<file path="config.mk">
export PLATFORM = sky130hd
export DESIGN_NAME = keypad_key_emulator
export DESIGN_NICKNAME = d
export VERILOG_FILES = /design/src/rtl/keypad_key_emulator.sv
export SDC_FILE = /design/constraint.sdc
export NUM_CORES = 1
export LEC_CHECK = 0
export CORE_MARGIN = 2
export CORE_UTILIZATION = 50
export CTS_CLUSTER_SIZE = 16
export DETAILED_ROUTE_END_ITERATION = 12
export GPL_ROUTABILITY_DRIVEN = 0
export PLACE_DENSITY = 0.78
export SLEW_MARGIN = 20
export SYNTH_ARGS = -nofsm -noshare
export SYNTH_HDL_FRONTEND = slang
export SYNTH_SLANG_ARGS = --single-unit
</file>
<file path="constraint.sdc">
create_clock -name clock -period 1.95 [get_ports clock]
set_clock_uncertainty 0.15 [all_clocks]
set_input_delay 0.2925 -clock clock [delete_from_list [all_inputs] [get_ports clock]]
set_output_delay 0.2925 -clock clock [all_outputs]
set_load 0.01 [all_outputs]
</file>
<file path="src/rtl/keypad_key_emulator.sv">
// Key-side model of a 4x4 hex keypad: presses a requested key for a timed hold, then a release gap.
// Optional contact bounce at press start is enabled with the KEYPAD_BOUNCE_EN macro.
module keypad_key_emulator #(
  parameter int HOLD_CYCLES   = 6,
  parameter int GAP_CYCLES    = 2,
  parameter int BOUNCE_CYCLES = 4,
  parameter int CNT_W         = 8
) (
  input  logic       clock,
  input  logic       reset,
  input  logic [3:0] key_code,
  input  logic       key_valid,
  output logic       key_ready,
  input  logic [3:0] col,
  output logic [3:0] row,
  output logic       busy,
  output logic       done
);

  typedef enum logic [1:0] {IDLE, PRESS, GAP} state_t;

  localparam logic [CNT_W-1:0] HOLD_LAST = CNT_W'(HOLD_CYCLES - 1);
  localparam logic [CNT_W-1:0] GAP_LAST  = CNT_W'((GAP_CYCLES > 0) ? GAP_CYCLES - 1 : 0);
  localparam logic [CNT_W-1:0] CNT_MAX   = '1;

  // Bad timing parameters stop elaboration rather than silently misbehaving.
  if (HOLD_CYCLES < 1 || HOLD_CYCLES > (2**CNT_W) - 1 ||
      GAP_CYCLES < 0 || GAP_CYCLES > (2**CNT_W) - 1 ||
      BOUNCE_CYCLES < 0 || BOUNCE_CYCLES > (2**CNT_W) - 1) begin : g_cfg_err
    $error("keypad_key_emulator: timing parameters out of range for CNT_W");
  end

  state_t           r_state, w_state_nxt;
  logic [CNT_W-1:0] r_timer, w_timer_nxt;
  logic [3:0]       r_key, w_key_nxt;
  logic             r_done, w_done_nxt;
  logic             w_contact;

  function automatic logic [CNT_W-1:0] sat_inc(input logic [CNT_W-1:0] v);
    return (v == CNT_MAX) ? v : v + 1'b1;
  endfunction

  always_ff @(posedge clock or posedge reset) begin
    if (reset) begin
      r_state <= IDLE;
      r_timer <= '0;
      r_key   <= '0;
      r_done  <= 1'b0;
    end else begin
      r_state <= w_state_nxt;
      r_timer <= w_timer_nxt;
      r_key   <= w_key_nxt;
      r_done  <= w_done_nxt;
    end
  end

  always_comb begin
    w_state_nxt = r_state;
    w_timer_nxt = r_timer;
    w_key_nxt   = r_key;
    w_done_nxt  = 1'b0;
    case (r_state)
      IDLE: begin
        if (key_valid) begin
          w_key_nxt   = key_code;
          w_timer_nxt = '0;
          w_state_nxt = PRESS;
        end
      end
      PRESS: begin
        if (r_timer >= HOLD_LAST) begin
          w_timer_nxt = '0;
          if (GAP_CYCLES > 0) begin
            w_state_nxt = GAP;
          end else begin
            w_state_nxt = IDLE;
            w_done_nxt  = 1'b1;
          end
        end else begin
          w_timer_nxt = sat_inc(r_timer);
        end
      end
      GAP: begin
        if (r_timer >= GAP_LAST) begin
          w_timer_nxt = '0;
          w_state_nxt = IDLE;
          w_done_nxt  = 1'b1;
        end else begin
          w_timer_nxt = sat_inc(r_timer);
        end
      end
      default: begin
        w_state_nxt = IDLE;
        w_timer_nxt = '0;
      end
    endcase
  end

`ifdef KEYPAD_BOUNCE_EN
  // Timer counts PRESS cycles from 0, so even counts inside the window are the closed phases.
  assign w_contact = (r_state == PRESS) &&
                     ((r_timer >= CNT_W'(BOUNCE_CYCLES)) || !r_timer[0]);
`else
  assign w_contact = (r_state == PRESS);
`endif

  // Switch matrix: col is not registered so the scanner sees the closure in the same cycle.
  always_comb begin
    row = '0;
    if (w_contact && col[r_key[1:0]]) row[r_key[3:2]] = 1'b1;
  end

  assign key_ready = (r_state == IDLE);
  assign busy      = (r_state == PRESS) || (r_state == GAP);
  assign done      = r_done;

endmodule
</file>
**Word level (Yosys, flattened, before mapping)**

Index checks and enable logic that the tools add are counted.

- Register bits after elaboration: 15
- Bits of input ports: 11
- Output and inout port bits: 7
- Logic and storage cells: 38

- Add/sub/neg operators: 1
- Magnitude comparators: 5
- Eq/ne operators: 6
- Muxes and demuxes: 16
- Reductions and logical operators: 6

Operators with widths:

| kind | number |
|---|---|
| 8-bit two-way mux | 4 |
| 8-bit one-hot mux with 3 select lines | 1 |
| 8-bit by 1-bit adder with 8-bit output (second input constant) | 1 |
| 8-bit equality test (second input constant) | 1 |
| 8-bit by 1-bit >= comparator with 1-bit output (second input constant) | 1 |
| 8-bit by 3-bit >= comparator with 1-bit output (second input constant) | 1 |
| 2-bit by 3-bit < comparator with 1-bit output (second input constant) | 2 |
| 2-bit two-way mux | 3 |
| 2-bit one-hot mux with 3 select lines | 1 |
| 1-bit two-way mux | 4 |
| 4-bit two-way mux | 1 |
| 2-bit != test (second input constant) | 2 |
| 3-bit AND reduction | 1 |
| 1-bit binary-select mux with 2-bit select | 1 |
| 1-bit demux with 2-bit select | 1 |
| 2-bit by 1-bit equality test with 1-bit output (second input constant) | 1 |
| 2-bit equality test (second input constant) | 1 |
| 2-bit by 1-bit >= comparator with 1-bit output (second input constant) | 1 |
| 1-bit logical AND | 2 |
| 2-bit logical NOT | 1 |
| 2-bit by 1-bit != test with 1-bit output (second input constant) | 1 |
| 2-bit AND reduction | 1 |
| 1-bit logical OR | 1 |

**Logic depth before layout (Yosys ltp)**

- Depth in word-level cells: 5
- Depth in mapped cells: 7
- Gate-level depth less buffers: 6

**Least setup slack after synthesis**

No wires, ideal clock.

- Path kind: reg-to-reg
- From: reg r_state[0]
- To: reg r_timer[5]
- Setup time: 0.087 ns
- Arrival: 1.616 ns
- Data required time: 1.713 ns
- Path slack: 0.096 ns
- Stages on the path, launching flop included: 8
- Path buffers: 1
- Clock period less this slack: 1.854 ns
- Cells stage by stage: dfrtp_1 -> inv_1 -> ha_1 -> nand2b_1 -> buf_4 -> o21ai_2 -> or4_1 -> a22oi_1

- Longest elaborated chain between the ends: 2
- Elaborated cells on any way between the ends: 5
- Those cells by class: eq/ne: 3; mux: 1; reduce/logical: 1

Ends and longest elaborated chain:

| element | line | source |
|---|---|---|
| start, declared | 33 | `state_t r_state, w_state_nxt;` |
| start signal, assigned | 50 | `r_state <= w_state_nxt;` |
| 2-bit logical NOT * | - |  |
| via key_ready | 13 | `output logic key_ready,` |
| 8-bit one-hot mux with 3 select lines or 2-bit != test (tied branches) | - |  |
| end signal, assigned | 51 | `r_timer <= w_timer_nxt;` |
| end, declared | 34 | `logic [CNT_W-1:0] r_timer, w_timer_nxt;` |

The timed path passes the listed nets; every way through them passes the cells marked *.
A chain may end at the register's enable or synchronous reset.

**Final worst setup path**

- From: in col[3]
- To: out row[0]

- Longest elaborated chain between the ends: 4

Ends and longest elaborated chain:

| element | line | source |
|---|---|---|
| start, declared | 14 | `input logic [3:0] col,` |
| 1-bit binary-select mux with 2-bit select | 110 | `if (w_contact && col[r_key[1:0]]) row[r_key[3:2]] = 1'b1;` |
| 1-bit two-way mux (not written as such) | 110 |  |
| 1-bit logical AND | 110 |  |
| 4-bit two-way mux | 110 |  |
| end, declared | 15 | `output logic [3:0] row,` |

Every way passes these cells. The select of a mux whose other input is x is not followed.

==> impl_results.md <==
- Largest fanout on the critical path: 3
- Synth top cells by count: dfrtp_1 (15), ha_1 (6), inv_1 (6)
- Placed cell count: 129
- CTS sink count: 15
- Pre-antenna DRT Iters: 4
- CP endpoint kind: output port
- Worst r2r path cells: 7
- Synth area leader: dfrtp_1
- Unrepaired setup endpoints after global routing: yes
- Worst-path clk slew: 0.09 ns
- Critical path data required time: 1.51 ns
- Clk Latency, worst-skew pair: 0.27 ns
- EDFF count, synth: 0
- CTS H-Tree Depth: 1
- WP data arrival: 1.46 ns
- Syn Nets: 99
- Gate Count Post-Synth: 82
- Die width: 46.9 um
- All-Layer GR Usage: 19.5%
- Post-DP HPWL: 1.39 mm
- Largest net degree at the start of global routing: 16
- Syn Area/Cell: 11.2 um^2
- First-pass GRT wire length: 3.04 mm
- Clock Path Buffers: 2
- FF-to-FF End: r_timer[2]
- Post-synthesis sequential area ratio: 40.8%
- P_leak: 0.000527 uW
- Wire per inst: 13.1 um
- Synth area leaders: dfrtp_1 (41%), ha_1 (8.2%), mux2_2 (4.9%)
- CP Cell Sequence: clkdlybuf4s50_1 -> mux4_2 -> nand2_2 -> nor3_1 -> buf_2
- FF-to-FF setup slack: 0.06 ns
- RR Startpoint: r_timer[1]
- GRT overflow: 0
- Post-DRT Antenna Nets: 0
- Top_reg_cell synth: dfrtp_1
- CP max stage delay: 0.48 ns
- Num rows: 15
- Antenna diodes: 0
- Status: complete, no violations
- Number of nets in the layout: 127
- DRC viols: 0
- F_max: 525 MHz
- Vias in the first global route: 717
- Layout cells sized above 1: 31.2%
- Crit Path Class: primary input to output port
- Die H: 46.9 um
- Hold-fix buffers, CTS: 0
- Peak supply drop: 0.000763 V
- Final wirelength: 1.76 mm
- Post-synth ARST share: 100%
- Slowest CP cell: mux4_2
- Register bit count reported by yosys: 15
- Initial antenna violation count: 0
- Cell Pwr Density: 1230 mW/mm^2
- Worst Setup Start Kind: primary input
- Post-synth cell types: 35
- CTS Buf Count: 3
- Post-route minimum period: 1.90 ns
- Vias after detailed routing: 711
- Core area: 0.00173 mm^2
- Synth Cell Area: 920 um^2
- Finished Core Util: 68.8%
- DRT iter0 DRCs: 14
- Max-slew violation count: 0
- Final Hold Fails: 0
- Hold crit path type: primary input to async pin
- IO buf count: 17
- CTS Root Cell: clkbuf_4
- Count leader, synth: dfrtp_1
- Critical path launch point: col[3]
- Crit path capture: row[0]
- Area Growth Syn to Fin: 29.1%
- Yosys warnings: 0
- Die area: 0.00220 mm^2
- Worst-margin pin slew: 0.553 ns
- Routing usage on met3: 5.00%
- Grt met2 use: 32.9%
- Yosys top cell area share: 40.8%
- Setup violations, final: 0
- Most used routing layer: met2
- Max Cap Viol: 0
- Final Non-Filler Cells: 134
- Final period utilization: 97.6%
- TritonCTS clock tree: built
- I/O pin total: 18
- Vias per Instance: 5.31
- Grt met1 use: 25.2%
- Rel. slew slack: 63.1%
- Starting density of the core: 53.3%
==> area by class of cell <==
| type | instances | area [um^2] |
|---|---|---|
| well taps | 25 | 31.3 |
| inverters | 6 | 22.5 |
| clock buffers | 4 | 26.3 |
| multi-input cells | 59 | 524 |
| flip-flops and latches | 15 | 375 |
| fillers | 135 | 539 |
| repair buffers | 25 | 208 |
==> placed cells by master (no fill, tap or decap), drive strengths merged, types with 2 or more instances in the layout <==
cell,count
a211oi,2
a21oi,4
a22oi,2
and2,2
buf,11
clkbuf,5
clkdlybuf4s50,11
dfrtp,15
dlygate4sd2,2
ha,6
inv,6
mux2,5
mux2i,2
nand2,5
nand2b,2
nand3,3
nand4,2
nor2,4
nor3b,3
o21ai,4
o31ai,2
or4,2
==> critical path: cells and delay by family <==
kind                   cells  cell delay, ns
multiplexers               1            0.48
AND/OR/NAND/NOR            2            0.15
buffers and inverters      2            0.53
==> timing repair <==
action / in CTS / in global routing
endpoints found under the hold margin: 0 / 0
setup buffers: 0 / 1
resized for setup: 17 / 5
endpoints found under the setup margin: 6 / 7
pin swaps: 1 / 2
==> registers in the layout, summed over array words and instances (netlist names) <==
name and cells:
done 1, r_key 4, r_state 2, r_timer 8
==> worst min path at each step <==
stage | start | to | slack (ns) | cells after the start
floorplan | reset | done | 0.04 | 1
global placement | r_timer[6] | r_timer[6] | 0.35 | 1
detailed placement | r_timer[7] | r_timer[7] | 0.35 | 1
CTS | reset | r_key[0] | 0.22 | 2
global route | reset | r_key[0] | 0.28 | 2
finish | reset | r_key[0] | 0.21 | 2
==> where the power goes <==
| part | internal [uW] | switching [uW] | total, uW |
|---|---|---|---|
| logic | 415 | 390 | 806 |
| registers | 398 | 79.0 | 477 |
| clock network | 79.1 | 93.0 | 172 |
==> metal layers <==
| metal | share of wire, % | wire length, um |
|---|---|---|
| met1 | 46 | 810 |
| met5 | 0 | 0 |
| met4 | 0.80 | 14 |
| met3 | 2.7 | 47 |
| met2 | 50 | 884 |
==> cell families after synthesis <==
group	Yosys count	share of synthesized area [%]
multiplexers	8	11.2
buffers and inverters	8	3.81
AND/OR/NAND/NOR	26	18.1
adder cells (fa/ha/maj)	6	8.16
flip-flops	15	40.8
AO/OA/AOI/OAI	18	17.0
XOR/XNOR	1	0.953
==> through the flow <==
| stage | instance area (um^2) | worst slack (ns) | hold WS, ns | TNS (ns) | power [uW] |
|---|---|---|---|---|---|
| 5_1_grt | 1190 | -0.0446 | 0.280 | -0.106 | 1560 |
| 6_report | 1190 | 0.0467 | 0.205 | 0 | 1450 |
| 3_5_place_dp | 1160 | -0.336 | 0.353 | -1.28 | 1280 |
| 3_3_place_gp | 1160 | -0.317 | 0.347 | -1.20 | 1250 |
| 2_1_floorplan | 920 | 0.0965 | 0.0440 | 0 | 994 |
| 4_1_cts | 1170 | -0.0701 | 0.224 | -0.0701 | 1430 |
Note: power is estimated with default switching activity, not from simulation.
